[config.mk]
export PLATFORM = sky130hd
export DESIGN_NAME = demultiplexador_quatro
export DESIGN_NICKNAME = d
export VERILOG_FILES = /design/src/rtl/demultiplexador_quatro_pkg.sv /design/src/rtl/demultiplexador_quatro_canal_saida.sv /design/src/rtl/demultiplexador_quatro.sv
export SDC_FILE = /design/constraint.sdc
export NUM_CORES = 1
export LEC_CHECK = 0
export CAP_MARGIN = 0
export CORE_MARGIN = 4
export CORE_UTILIZATION = 44
export DETAILED_ROUTE_END_ITERATION = 10
export PLACE_DENSITY = 0.82
export SKIP_CTS_REPAIR_TIMING = 1
export SYNTH_ARGS = -nofsm -noshare
export SYNTH_HDL_FRONTEND = slang
export SYNTH_SLANG_ARGS = --single-unit
[constraint.sdc]
create_clock -name clock -period 2.5 [get_ports clock]
set_clock_uncertainty 0.1 [all_clocks]
set_input_delay 0.375 -clock clock [delete_from_list [all_inputs] [get_ports clock]]
set_output_delay 0.375 -clock clock [all_outputs]
set_load 0.02 [all_outputs]
[src/rtl/demultiplexador_quatro_pkg.sv]
// Shared constants for the 1:4 demultiplexer: channel count, index width
// and the symbolic channel indices A..D.
package demultiplexador_quatro_pkg;

    localparam int NUM_CANAIS     = 4;
    localparam int LARGURA_INDICE = 2;

    localparam logic [LARGURA_INDICE-1:0] CANAL_A = 2'd0;
    localparam logic [LARGURA_INDICE-1:0] CANAL_B = 2'd1;
    localparam logic [LARGURA_INDICE-1:0] CANAL_C = 2'd2;
    localparam logic [LARGURA_INDICE-1:0] CANAL_D = 2'd3;

endpackage

[src/rtl/demultiplexador_quatro_canal_saida.sv]
// One-entry output holding register for a single demux channel.
// Load wins over drain, so a channel can take a new word every cycle.
module canal_saida #(
    parameter int LARGURA = 4
) (
    input  logic               clock,
    input  logic               reset,
    input  logic               load,
    input  logic               drain,
    input  logic [LARGURA-1:0] dadoNovo,
    output logic [LARGURA-1:0] dado,
    output logic               valido
);

    // Data is kept after a drain; drain is only meaningful while a word is held.
    always_ff @(posedge clock) begin
        if (reset) begin
            dado   <= '0;
            valido <= 1'b0;
        end else if (load) begin
            dado   <= dadoNovo;
            valido <= 1'b1;
        end else if (valido && drain) begin
            valido <= 1'b0;
        end
    end

endmodule

[src/rtl/demultiplexador_quatro.sv]
// 1:4 demultiplexer with valid/ready input and one holding register per
// channel; steering is manual (chave1:chave0) or round-robin (ponteiro).
module demultiplexador_quatro
    import demultiplexador_quatro_pkg::*;
#(
    parameter int LARGURA = 4
) (
    input  logic                      clock,
    input  logic                      reset,
    input  logic [LARGURA-1:0]        inX,
    input  logic                      inValido,
    output logic                      inPronto,
    input  logic                      chave0,
    input  logic                      chave1,
    input  logic                      modoAuto,
    output logic [LARGURA-1:0]        outA,
    output logic [LARGURA-1:0]        outB,
    output logic [LARGURA-1:0]        outC,
    output logic [LARGURA-1:0]        outD,
    output logic [NUM_CANAIS-1:0]     outValido,
    input  logic [NUM_CANAIS-1:0]     outPronto,
    output logic [LARGURA_INDICE-1:0] ponteiro
);

    logic [LARGURA_INDICE-1:0] alvo;
    logic                      aceite;
    logic [LARGURA-1:0]        dados [NUM_CANAIS];

    // No skipping: a busy target stalls input even if other channels are free.
    assign alvo     = modoAuto ? ponteiro : {chave1, chave0};
    assign inPronto = !outValido[alvo] | outPronto[alvo];
    assign aceite   = inValido & inPronto;

    for (genvar i = 0; i < NUM_CANAIS; i++) begin : gCanal
        canal_saida #(
            .LARGURA (LARGURA)
        ) uCanal (
            .clock    (clock),
            .reset    (reset),
            .load     (aceite && (alvo == LARGURA_INDICE'(i))),
            .drain    (outPronto[i]),
            .dadoNovo (inX),
            .dado     (dados[i]),
            .valido   (outValido[i])
        );
    end

    assign outA = dados[CANAL_A];
    assign outB = dados[CANAL_B];
    assign outC = dados[CANAL_C];
    assign outD = dados[CANAL_D];

    // Pointer advances only on auto-mode accepts and wraps naturally at 2 bits.
    always_ff @(posedge clock) begin
        if (reset) begin
            ponteiro <= CANAL_A;
        end else if (aceite && modoAuto) begin
            ponteiro <= ponteiro + 1'b1;
        end
    end

endmodule
Word-level counts from Yosys, hierarchy flattened
Cells that the tools add are included.
{ "totals": {"ff_bits": 22, "in_bits": 14, "output_inout_bits": 23, "wordCells": 44} }
{ "op_classes": {"add_sub_neg": 1, "order_cmp": 1, "n_eq_ne": 3, "mux": 13, "n_bitwise": 2, "reduce_logical": 15} }
{ "ops": {"columns": ["op", "n"], "rows": [
  ["$mux 1", 10],
  ["$logic_and 1x1->1", 9],
  ["$reduce_bool 2->1", 4],
  ["$bmux 1 s2", 2],
  ["$eq 2x2->1 const B", 2],
  ["$lt 2x3->1 const B", 1],
  ["$add 2x1->2 const B", 1],
  ["$eq 2x1->1 const B", 1],
  ["$logic_not 2->1", 1],
  ["$mux 2", 1],
  ["$and 1x1->1", 1],
  ["$logic_not 1->1", 1],
  ["$or 1x1->1", 1]
]} }

Longest topological paths before layout
Gate-level depths: netlist of the first run.
{ "depth": {"depth_word": 8, "mapped_depth": 5} }

Hierarchy
A second synthesis of the first run with hierarchy kept.
{ "unflattened": {"hier_cells": 96, "hier_area_um2": 933.4} }
{ "modules_own_cells": {"columns": ["mod", "n_inst", "cells_per_inst", "area_per_inst_um2", "seq_area_each_um2"], "rows": [
  ["canal_saida", 4, 17, 181.4, 100.1],
  ["demultiplexador_quatro", 1, 28, 207.7, 40.0]
]} }

Worst setup path before layout of the first run
Ideal clock, no wire load.
{ "synth_path": {"kind": "input port to output port", "startpoint": "in modoAuto", "endpoint": "out inPronto", "t_arrival_ns": 1.217, "t_required_ns": 2.025, "slack_ns": 0.808, "cell_stages": 2, "n_path_buf": 0, "cell_sequence": "mux2i_1 > mux2i_1"} }
{ "synth_via": {"elab_chain_cells": 5} }
{ "synth_lines": {"columns": ["item", "line_no", "text"], "rows": [
  ["from (decl)", "demultiplexador_quatro.sv:15", "input logic modoAuto,"],
  ["$mux 2 *", "demultiplexador_quatro.sv:30", "assign alvo = modoAuto ? ponteiro : {chave1, chave0};"],
  ["$bmux 1 s2", "demultiplexador_quatro.sv:31", "assign inPronto = !outValido[alvo] | outPronto[alvo];"],
  ["$mux 1 (not written as such)", "demultiplexador_quatro.sv:31", null],
  ["$logic_not 1->1", "demultiplexador_quatro.sv:31", null],
  ["$or 1x1->1 *", "demultiplexador_quatro.sv:31", null],
  ["to (decl)", "demultiplexador_quatro.sv:12", "output logic inPronto,"]
]} }
Every way passes the cells marked *; elsewhere a longest branch is shown, timed or not. The select of a mux whose other input is x is not followed.

Worst setup path in the final report of the first run
Same ends and word-level chain as after synthesis.

==> summary.txt, run 1 <==
status -> completed
DPL Wire Length -> 1450 um
hold path endpoint -> gCanal[3].uCanal.dado[3]$_SDFFE_PP0P_
DR pass1 iterations -> 4
largest net degree at the start of global routing -> 23
Synth Cell Area -> 886 um2
CP endpoint kind -> output port
Reg-to-Reg Start -> ponteiro[0]$_SDFFE_PP0P_
HP Class -> flop to flop
clock slew seen by the registers of the worst setup and hold paths -> 0.12 ns
clk sinks -> 22
# placed instances -> 142
Crit Path Class -> primary input to output port
CTS tree -> built
Max Cap Viol -> 0
vias -> 735
final worst path period need -> 2.32 ns
Final Util -> 72.1%
Final Hold Fails -> 0
IO buf count -> 36
Lkg Pwr -> 0.586 nW
fraction of layout cells with a size suffix above 1 -> 6.61%
Combinational Power Share -> 17.3%
I/O pins -> 37
DRC errors left -> 0
fill count -> 155
Arrival @ worst endpoint -> 1.84 ns
Clock Latency Late Sink -> 0.30 ns
worst r2r path cells -> 5
Synth-to-Final Area Change -> 48.2%
VDD IR-drop max -> 0.000446 V
Final setup viols -> 0
Slew Limit Fails -> 0
syn_nets -> 99
hold depth -> 2
P_sw -> 0.174 mW
Yosys top cell by area -> dfxtp_1
gpl congestion -> 0.721
r2r endpoint -> gCanal[3].uCanal.dado[0]$_SDFFE_PP0P_
Starting Density -> 48.7%
Yosys top cell area share -> 49.7%
initial antenna violation count -> 0
clk root buf -> clkbuf_4
synthesized area per cell -> 10.4 um2
CTS Buf Count -> 3
Critical Path RT -> 2.03 ns
most frequent cells in the layout -> clkdlybuf4s50_1, dfxtp_1, mux2i_1
Max Buffers Root-to-Sink -> 2
H-tree depth -> 1
Critical Path Fanout Max -> 3
library cells used by synthesis -> 17
Setup TNS Final -> 0 ns
placement row count -> 15
Antenna Cells -> 0
Flop pwr share -> 48.4%
hold path start -> gCanal[3].uCanal.dado[3]$_SDFFE_PP0P_
Worst Max-Slew Pin Slew -> 0.765 ns
maximum clock rate -> 432 MHz
first-pass GRT wire length -> 3170 um
r2r setup slk -> 0.86 ns
chip width -> 52.9 um
Slew headroom -> 48.8%
Core ar. -> 1820 um2
post-DR wirelength/cell -> 13.3 um
nets -> 136
WL final -> 1940 um
Switching Fraction -> 22.6%
die height -> 52.9 um
vias in the first global route -> 740
unrepaired setup endpoints after global routing -> false
startpoint class of the critical path -> primary input
Vias/cell -> 5.03
cell count after synthesis -> 85
largest cells by area after synthesis -> dfxtp_1, mux2i_1, nor2_1
most common cell after layout, fill and taps aside -> clkdlybuf4s50_1
Tot GR Track Use -> 15.2%
gr ovfl total -> 0
post-route ant nets -> 0
pwr/cell area -> 589 nW/um2
die area -> 2800 um2
number of synthesized register bits -> 22
Final Non-Filler Cells -> 146
clock share of power -> 34.3%
post-synthesis sequential area ratio -> 49.7%
Synth warnings -> 0
total power -> 0.773 mW
1st-iter DRT viols -> 9
Tcrit/Tclk final -> 92.7%
P_int -> 0.599 mW
layer usage:
| layer | share of wire (%) | global-route usage, % | vias up |
|---|---|---|---|
| met5 | 0 | 0 | - |
| met1 | 44 | 18.5 | 343 |
| met3 | 10 | 5.63 | 2 |
| met2 | 45 | 23.6 | 27 |
| li1 | - | - | 363 |
| met4 | 0.46 | 7.23 | 0 |
cell families (layout without fill, tap and decap cells):
logic type / Yosys count / in the layout / share of synthesized area (%)
AOI/OAI and AO/OA: 8 / 8 / 4.80
buffers and inverters: 7 / 43 / 4.80
and+or+nand+nor: 27 / 27 / 15.5
muxes: 21 / 21 / 25.1
DFF: 22 / 22 / 49.7
through the flow:
stage / worst slack, ns / hold WS, ns / area [um2]
floorplan: 0.808 / 0.344 / 886
global placement: -0.0800 / 0.376 / 1260
global route: 0.127 / 0.446 / 1310
detailed placement: -0.159 / 0.390 / 1260
finish: 0.183 / 0.409 / 1310
CTS: -0.166 / 0.420 / 1310
power by group through the flow:
stage | combinational (mW) | sequential (mW) | clock [mW]
after global placement | 0.133 | 0.381 | 0
after detailed placement | 0.134 | 0.382 | 0
after CTS | 0.135 | 0.374 | 0.273
after floorplan | 0.0556 | 0.396 | 0
final | 0.134 | 0.374 | 0.265
after global routing | 0.143 | 0.377 | 0.286
registers in the layout, summed over array words and instances (netlist names):
name and cells:
gCanal.uCanal.dado 16, gCanal.uCanal.valido 4, ponteiro 2
cell type report:
class / instances / area, um2 / share of cell area, %
multi-input cells: 56 / 403 / 30.7
flip-flops and latches: 22 / 440 / 33.6
repair buffers: 39 / 385 / 29.4
clock buffers: 3 / 22.5 / 1.72
clock inverters: 1 / 30.0 / 2.29
well taps: 25 / 31.3 / 2.38
how the worst max path moves through the flow:
stage,cells after the start,slack (ns),to,startpoint
6_report,5,0.18,inPronto,modoAuto
5_1_grt,5,0.13,inPronto,modoAuto
4_1_cts,5,-0.17,inPronto,modoAuto
3_5_place_dp,5,-0.16,inPronto,modoAuto
3_3_place_gp,5,-0.08,inPronto,modoAuto
2_1_floorplan,2,0.81,inPronto,modoAuto
Yosys cell counts:
cell / count
dfxtp_1: 22
mux2i_1: 20
nor2_1: 16
a21oi_1: 6
buf_4: 4
nand2b_1: 4
clkbuf_1: 2
nand4b_1: 2
buf_2: 1
mux2i_4: 1
nand2_1: 1
nand4_1: 1
nand4bb_1: 1
o21ai_0: 1
o31ai_1: 1
or3_1: 1
or4_1: 1
critical path, cell delays in order:
cell and delay, ns:
clkdlybuf4s50_1 0.58, mux2i_4 0.30, mux2i_1 0.26, mux2i_1 0.11
dlymetal6s2s_1 0.22
Note: power is estimated with default switching activity, not from simulation.
==> run 2: changes to the inputs <==
--- a/config.mk
+++ b/config.mk
@@ -5,11 +5,12 @@
 export SDC_FILE = /design/constraint.sdc
 export NUM_CORES = 1
 export LEC_CHECK = 0
+export ABC_AREA = 1
 export CAP_MARGIN = 0
 export CORE_MARGIN = 4
-export CORE_UTILIZATION = 44
+export CORE_UTILIZATION = 50
 export DETAILED_ROUTE_END_ITERATION = 10
-export PLACE_DENSITY = 0.82
+export PLACE_DENSITY = 0.84
 export SKIP_CTS_REPAIR_TIMING = 1
 export SYNTH_ARGS = -nofsm -noshare
 export SYNTH_HDL_FRONTEND = slang
==> run 2 against run 1 <==
Against the previous run: cell count is 79% higher; register-to-register slack worse by 0.19 ns; flip-flop and latch count stayed put; routed wire length is 55% higher; sequential power is 4% higher; global-route usage is 4.3 points higher; worst hold slack worse by 0.0097 ns; final area is 28% higher; clock power is 26% lower; critical endpoint unchanged; largest cell class is now multi-input combinational cells; largest power group unchanged.
==> summary.txt, run 2 <==
Max Cap Viol -> 0 (unchanged)
most frequent cells in the layout -> nand2_1, inv_1, clkdlybuf4s50_1
hold path start -> gCanal[0].uCanal.valido$_SDFFE_PP0P_
DR pass1 iterations -> 4 (unchanged)
largest net degree at the start of global routing -> 24 (+4.3%)
post-route ant nets -> 0 (unchanged)
initial antenna violation count -> 0 (unchanged)
clk root buf -> clkbuf_4
largest cells by area after synthesis -> dfxtp_1, nand2_1, inv_1
synthesized area per cell -> 6.41 um2 (-39%)
max reg flops -> 16 (unchanged)
Critical Path RT -> 2.03 ns (about the same)
most common cell after layout, fill and taps aside -> nand2_1
Final Non-Filler Cells -> 262 (+79%)
placement row count -> 17 (+2)
# placed instances -> 258 (+82%)
Top FF cell, synth -> dfxtp_1
unrepaired setup endpoints after global routing -> false
1st-iter DRT viols -> 36 (+27)
vias -> 1265 (+72%)
syn_nets -> 210 (+110%)
Final setup viols -> 0 (unchanged)
gpl congestion -> 0.838 (+16%)
HP Class -> flop to flop
Post-DP Area -> 1640 um2 (+30%)
post-synthesis sequential area ratio -> 35.1% (-15 points)
CTS Buf Count -> 3 (unchanged)
number of flops mapped to enable cells by yosys -> 0 (unchanged)
Crit Path Class -> primary input to output port
Synth Cell Area -> 1260 um2 (+42%)
fraction of layout cells with a size suffix above 1 -> 12.0% (+5.4 points)
vias in the first global route -> 1304 (+76%)
die height -> 58.1 um (+9.9%)
post-DR wirelength/cell -> 11.5 um (-14%)
WL final -> 3000 um (+55%)
Place WS -> -0.115 ns (+0.0437 ns)
Critical Path Fanout Max -> 6 (+3)
gr ovfl total -> 0 (unchanged)
Synth warnings -> 0 (unchanged)
final worst setup slack -> 0.245 ns (+0.0629 ns)
startpoint class of the critical path -> primary input
Post-synth top cells -> nand2_1, inv_1, dfxtp_1, nor2_1, nand4_1
Reg-to-Reg Start -> ponteiro[0]$_SDFFE_PP0P_
Synth-to-Final Area Change -> 33.5%
CP endpoint kind -> output port
maximum clock rate -> 444 MHz (+2.8%)
first-pass GRT wire length -> 5180 um (+63%)
Yosys top cell area share -> 35.1% (-15 points)
Critical Path Source -> modoAuto
Top Registers -> gCanal.uCanal.dado (16), gCanal.uCanal.valido (4), ponteiro (2)
DRC errors left -> 0 (unchanged)
VDD IR-drop max -> 0.000506 V (+13%)
library cells used by synthesis -> 20 (+3)
H-tree depth -> 1 (unchanged)
Antenna Cells -> 0 (unchanged)
DPL Wire Length -> 2340 um (+61%)
hold_ws -> 0.399 ns (-0.00972 ns)
die area -> 3380 um2 (+21%)
largest reg by FF count -> gCanal.uCanal.dado
status -> completed
chip width -> 58.1 um (+9.9%)
Slew headroom -> 67.3% (+18 points)
cell count after synthesis -> 196 (+130%)
Tcrit/Tclk final -> 90.2% (-2.5 points)
fill count -> 202 (+30%)
pwr/cell area -> 501 nW/um2 (-15%)
final worst path period need -> 2.25 ns (-0.0629 ns)
clk sinks -> 22 (unchanged)
Final Util -> 73.0% (+0.89 points)
ys async rst share -> 0% (unchanged)
count leader, synth -> nand2_1
clock slew seen by the registers of the worst setup and hold paths -> 0.11 ns (about the same)
Worst Max-Slew Pin Slew -> 0.489 ns (-0.276 ns)
CTS tree -> built
Tot GR Track Use -> 19.5% (+4.3 points)
number of synthesized register bits -> 22 (unchanged)
design area -> 1680 um2 (+28%)
Lkg Pwr -> 0.832 nW (+42%)
Max Buffers Root-to-Sink -> 2 (unchanged)
Final Hold Fails -> 0 (unchanged)
Slew Limit Fails -> 0 (unchanged)
Yosys top cell by area -> dfxtp_1
I/O pins -> 37 (unchanged)
Arrival @ worst endpoint -> 1.78 ns (-0.06 ns)
IO buf count -> 36 (unchanged)
Core ar. -> 2300 um2 (+26%)
Starting Density -> 54.7% (+6.0 points)
Setup TNS Final -> 0 ns (unchanged)
nets -> 249 (+83%)
total power -> 0.839 mW (+8.6%)
Vias/cell -> 4.83 (-4.1%)
Clock Latency Late Sink -> 0.31 ns (about the same)
==> run 2: logic make-up (layout without fill, tap and decap cells) <==
kind of cell / Yosys count / count (layout) / synth area share, %
DFF: 22 / 22 / 35.1
buffers and inverters: 57 / 95 / 19.6
and+or+nand+nor: 112 / 112 / 43.0
AOI/OAI and AO/OA: 5 / 5 / 2.29
==> run 2: per-layer routing <==
layer	share of wire (%)	track usage (%)	vias to the layer above
li1	-	-	658
met3	7.9	4.68	9
met5	0	0	-
met4	2.6	9.60	0
met1	40	21.1	553
met2	50	35.2	45
==> run 2: critical path, cell delays in order <==
cell             delay [ns]
clkdlybuf4s50_1        0.58
inv_2                  0.08
nand2_1                0.08
nand2_2                0.08
nand3_1                0.10
nand2_1                0.09
nor2_4                 0.13
nand2_4                0.06
dlymetal6s2s_1         0.21
==> run 2: area by class of cell <==
type,count,area (um2),area share [%]
inverters,48,180,10.7
repair buffers,43,415,24.8
well taps,28,35.0,2.09
multi-input cells,117,569,34.0
flip-flops and latches,22,440,26.3
clock buffers,4,36.3,2.16
==> run 2: final timing paths <==
| check | end | slack [ns] | depth (start not counted) |
|---|---|---|---|
| min reg2reg | gCanal[0].uCanal.valido$_SDFFE_PP0P_ | 0.40 | 2 |
| max | inPronto | 0.25 | 9 |
| min | gCanal[0].uCanal.valido$_SDFFE_PP0P_ | 0.40 | 2 |
| max reg2reg | gCanal[1].uCanal.dado[0]$_SDFFE_PP0P_ | 0.67 | 13 |
==> run 2: report_power, final <==
group / leakage (nW) / switching [mW] / internal (mW)
clock: 0.0210 / 0.106 / 0.0891
sequential: 0.180 / 0.0146 / 0.376
combinational: 0.631 / 0.143 / 0.111
total: 0.832 / 0.263 / 0.576
==> run 3: changes to the inputs <==
--- a/config.mk
+++ b/config.mk
@@ -6,11 +6,10 @@
 export NUM_CORES = 1
 export LEC_CHECK = 0
 export ABC_AREA = 1
-export CAP_MARGIN = 0
 export CORE_MARGIN = 4
-export CORE_UTILIZATION = 50
+export CORE_UTILIZATION = 46
 export DETAILED_ROUTE_END_ITERATION = 10
-export PLACE_DENSITY = 0.84
+export PLACE_DENSITY = 0.78
 export SKIP_CTS_REPAIR_TIMING = 1
 export SYNTH_ARGS = -nofsm -noshare
 export SYNTH_HDL_FRONTEND = slang
==> constraint.sdc (replaced) <==
create_clock -name clock -period 2.3 [get_ports clock]
set_clock_uncertainty 0.1 [all_clocks]
set_input_delay 0.345 -clock clock [delete_from_list [all_inputs] [get_ports clock]]
set_output_delay 0.345 -clock clock [all_outputs]
set_load 0.02 [all_outputs]
==> run 3 against run 2 <==
Against the previous run: critical path depth increased by 1; sequential share of layout area decreased by 0.44 points; sequential power increased by 8.5%; combinational power increased by 9.0%; routed wire length decreased by 3.5%; register-to-register slack got worse by 0.17 ns; highest routed layer unchanged.
==> summary.txt, run 3 (synthesis results as in run 2) <==
most common cell after layout, fill and taps aside -> nand2_1
Antenna Cells -> 0 (unchanged)
startpoint class of the critical path -> primary input
largest reg by FF count -> gCanal.uCanal.dado
initial antenna violation count -> 0 (unchanged)
max reg flops -> 16 (unchanged)
CTS Buf Count -> 3 (unchanged)
critical path's most frequent cell -> nand2_1
nets -> 250 (+0.40%)
pwr/cell area -> 588 nW/um2 (+17%)
Max Cap Viol -> 0 (unchanged)
critical path's slowest cell -> clkdlybuf4s50_1
post-DR wirelength/cell -> 10.9 um (-4.6%)
clk root buf -> clkbuf_4
H-tree depth -> 1 (unchanged)
Clock Latency Late Sink -> 0.32 ns (about the same)
placement row count -> 18 (+1)
Starting Density -> 49.4% (-5.3 points)
clk sinks -> 22 (unchanged)
die height -> 60.3 um (+3.7%)
Buf+Inv Stages, Crit Path -> 3 (unchanged)
gr ovfl total -> 0 (unchanged)
Top Registers -> gCanal.uCanal.dado (16), gCanal.uCanal.valido (4), ponteiro (2)
Max Buffers Root-to-Sink -> 2 (unchanged)
final worst path period need -> 2.03 ns
most frequent cells in the layout -> nand2_1, inv_1, clkdlybuf4s50_1
chip width -> 60.3 um (+3.7%)
Vias/cell -> 4.72 (-2.3%)
unrepaired setup endpoints after global routing -> false
IO buf count -> 36 (unchanged)
HP Class -> primary input to flop
Place WS -> -0.241 ns (-0.126 ns)
DPL Wire Length -> 2170 um (-7.3%)
fill count -> 235 (+16%)
post-route ant nets -> 0 (unchanged)
final worst setup slack -> 0.266 ns (+0.0211 ns)
Final Hold Fails -> 0 (unchanged)
Crit Path Class -> primary input to output port
WL final -> 2900 um (-3.5%)
Worst Max-Slew Pin Slew -> 0.449 ns (-0.0402 ns)
die area -> 3630 um2 (+7.5%)
crit-path cells -> clkdlybuf4s50_1 -> inv_1 -> nand2_1 -> nand2_2 -> nand2_1 -> nand2_1 -> nand2_1 -> nand2_2 -> nand2_4 -> dlymetal6s2s_1
total power -> 1.00 mW (+19%)
Synth-to-Final Area Change -> 35.8%
Critical Path RT -> 1.86 ns (-0.17 ns)
fraction of layout cells with a size suffix above 1 -> 12.3% (+0.37 points)
first-pass GRT wire length -> 5070 um (-2.1%)
CP endpoint kind -> output port
VDD IR-drop max -> 0.000557 V (+10%)
Critical Path Fanout Max -> 5 (-1)
Register Area -> 440 um2 (unchanged)
Setup TNS Final -> 0 ns (unchanged)
Arrival @ worst endpoint -> 1.59 ns (-0.19 ns)
Tcrit/Tclk final -> 88.4%
1st-iter DRT viols -> 54 (+50%)
maximum clock rate -> 492 MHz
Tot GR Track Use -> 18.5% (-0.99 points)
Final setup viols -> 0 (unchanged)
gpl congestion -> 0.802 (-4.2%)
DR pass1 iterations -> 4 (unchanged)
CTS tree -> built
Slew headroom -> 69.9% (+2.6 points)
vias -> 1250 (-1.2%)
clock slew seen by the registers of the worst setup and hold paths -> 0.12 ns (about the same)
Slew Limit Fails -> 0 (unchanged)
largest net degree at the start of global routing -> 24 (unchanged)
status -> completed
vias in the first global route -> 1187 (-9.0%)
I/O pins -> 37 (unchanged)
Lkg Pwr -> 0.853 nW (+2.4%)
Top delay family on crit path -> buffers and inverters
DRC errors left -> 0 (unchanged)
Core ar. -> 2540 um2 (+11%)
worst stage delay on the critical path -> 0.49 ns (-0.09 ns)
Multi-input gate area -> 569 um2 (unchanged)
-- run 3: cell types whose count changed in the layout (fill, tap and decap cells not counted) --
cell | before | now
buf_4 | 7 | 8
bufinv_16 | 0 | 1
clkbuf_8 | 1 | 0
clkdlybuf4s50_1 | 35 | 34
dlymetal6s2s_1 | 1 | 2
-- run 3: area by class of cell --
| class | instances | area share [%] |
|---|---|---|
| flip-flops and latches | 22 | 25.8 |
| clock inverters | 1 | 1.76 |
| multi-input cells | 117 | 33.4 |
| inverters | 48 | 10.6 |
| clock buffers | 3 | 1.32 |
| repair buffers | 44 | 24.9 |
| well taps | 30 | 2.20 |
-- run 3: layer usage --
metal	up-vias	track usage [%]	share of wire (%)
met5	-	0	0
met4	0	5.38	0.69
met3	4	5.18	8.0
met2	42	30.2	45
met1	542	23.6	46
li1	662	-	-
-- run 3: where the power goes --
part           leakage, nW  total [mW]  switching (mW)  internal, mW
Sequential           0.180       0.423          0.0146         0.408
Combinational        0.645       0.278           0.155         0.123
Clock               0.0279       0.301           0.124         0.176
Total                0.853        1.00           0.294         0.708
-- run 3: final timing paths --
| path | from | end | slack, ns | cells after the start |
|---|---|---|---|---|
| min | modoAuto | ponteiro[0]$_SDFFE_PP0P_ | 0.33 | 3 |
| min reg2reg | gCanal[0].uCanal.valido$_SDFFE_PP0P_ | gCanal[0].uCanal.valido$_SDFFE_PP0P_ | 0.40 | 2 |
| max reg2reg | ponteiro[0]$_SDFFE_PP0P_ | gCanal[0].uCanal.dado[3]$_SDFFE_PP0P_ | 0.50 | 13 |
| max | chave0 | inPronto | 0.27 | 10 |
-- run 3: stage by stage --
stage | instances | utilization, % | area (um2) | hold slack [ns]
6_report | 265 | 67.0 | 1710 | 0.331
5_1_grt | 265 | 67.0 | 1710 | 0.347
4_1_cts | 265 | 66.8 | 1700 | 0.400
3_5_place_dp | 261 | 64.7 | 1650 | 0.379
3_3_place_gp | 261 | 64.7 | 1650 | 0.377
2_1_floorplan | 196 | - | 1260 | 0.314
-- run 3: worst register-to-register path: stages, from the launching register on --
cell and delay, ns:
dfxtp_1 0.38, inv_1 0.08, nand2_1 0.08, nand2_2 0.08, nand2_1 0.08, nand2_1 0.06
nand2_1 0.07, nand2_2 0.07, nand2_4 0.07, buf_4 0.25, nand3_2 0.19, nand2_1 0.10
inv_1 0.04, nor2_1 0.10
==> edit (flow settings as in run 1) <==
Make the reset (`reset`) asynchronous in 2 clocked blocks.
--- a/src/rtl/demultiplexador_quatro_canal_saida.sv
+++ b/src/rtl/demultiplexador_quatro_canal_saida.sv
@@ -15,3 +15,3 @@
     // Data is kept after a drain; drain is only meaningful while a word is held.
-    always_ff @(posedge clock) begin
+    always_ff @(posedge clock or posedge reset) begin
         if (reset) begin
--- a/src/rtl/demultiplexador_quatro.sv
+++ b/src/rtl/demultiplexador_quatro.sv
@@ -53,3 +53,3 @@
     // Pointer advances only on auto-mode accepts and wraps naturally at 2 bits.
-    always_ff @(posedge clock) begin
+    always_ff @(posedge clock or posedge reset) begin
         if (reset) begin
Behaviour: differs if reset is asserted again (counterexample within 4 cycles, from zero or initial values and one cycle with reset high); with reset held inactive, the same outputs for 10 cycles.
==> edit against run 1 <==
Register-to-register slack worse by 0.08 ns; first-iteration DRC count down 67%; sequential cell count unchanged; cell area up 6.2%; worst setup slack better by 0.032 ns; area after synthesis up 9.6%; largest cell class unchanged; wire length up 6.4%; hold slack about the same.
Power is not compared: it rests on default switching activity, and its combinational part moved more than twofold at a synthesized area within 25%.
==> edit: results (changes against run 1) <==
Status
  – Outcome: finished, final reports clean

Worst setup path
  – CP arrival: 1.81 ns (-0.03 ns)
  – R2R depth: 4 (-1)
  – FF-to-FF setup slack: 0.78 ns (-0.08 ns)
  – Reg-to-reg startpoint: ponteiro[0]
  – RR Endpoint: gCanal[1].uCanal.dado[2]

Placed design
  – Post-Place Setup Slack: -0.142 ns (+0.0167 ns)
  – Post-placement cell area: 1370 um^2 (+8.9%)
  – Gp weighted congestion: 0.717 (-0.65%)

STA
  – Worst rel slew slack: 47.0% (-1.8 points)
  – Fin Hold WS: 0.409 ns (-0.000191 ns)
  – Tmin final: 2.29 ns (-0.0323 ns)

Routing
  – Met3 Wirelength: 170 um (-16%)
  – Initial DRC Count: 3 (-6)
  – DR WL met2: 997 um (+16%)
  – Metal-1 WL: 861 um (-0.12%)
  – Vias per cell: 5.07 (+0.63%)

Global routing
  – Vias in the first global route: 718 (-3.0%)
  – Gr usage total: 15.6% (+0.41 points)
  – Met2 usage: 26.8% (+3.2 points)
  – Met1 usage: 18.5% (+0.045 points)
  – First-pass GRT wire length: 3260 um (+2.8%)
  – GRT met3 Usage: 3.49% (-2.1 points)

Pwr
  – Internal power: 0.00103 W

Yosys
  – Ys async rst share: 100% (+100 points)
  – Multiplexer area fraction after synthesis: 27.2% (+2.0 points)
  – Yosys cell types: 15 (-2)
  – Synth area leaders: dfrtp_1 (57%), mux2_2 (20%), mux2i_1 (5.2%), buf_4 (3.1%), nand2b_1 (2.6%)
  – Compound-Gate Fraction of Synth Area: 3.22% (-1.6 points)
  – Syn Nets: 83 (-16%)

Layout
  – Antenna cells: 0 (unchanged)
  – Share of cells above drive strength 1: 25.7% (+19 points)
  – Fillers: 151 (-2.6%)

Hold path
  – Worst Hold Class: in2async
[edit: stage by stage]
step	utilization (%)	cells
3_3_place_gp	67.7	133
5_1_grt	68.9	136
6_report	68.9	136
4_1_cts	68.8	136
2_1_floorplan	-	69
3_5_place_dp	67.7	133
[edit: layout make-up]
type | instances | area (um^2) | area share [%]
clock buffers | 3 | 22.5 | 1.62
inverters | 1 | 3.75 | 0.269
multi-input cells | 41 | 375 | 26.9
flip-flops and latches | 22 | 551 | 39.5
well taps | 27 | 33.8 | 2.42
repair buffers | 42 | 408 | 29.3
[edit: kinds of logic (layout without fill, tap and decap cells)]
logic type / after synthesis / count (layout)
buffers and inverters: 6 / 46
and+or+nand+nor: 14 / 14
AOI/OAI and AO/OA: 4 / 4
muxes: 23 / 23
DFF: 22 / 22
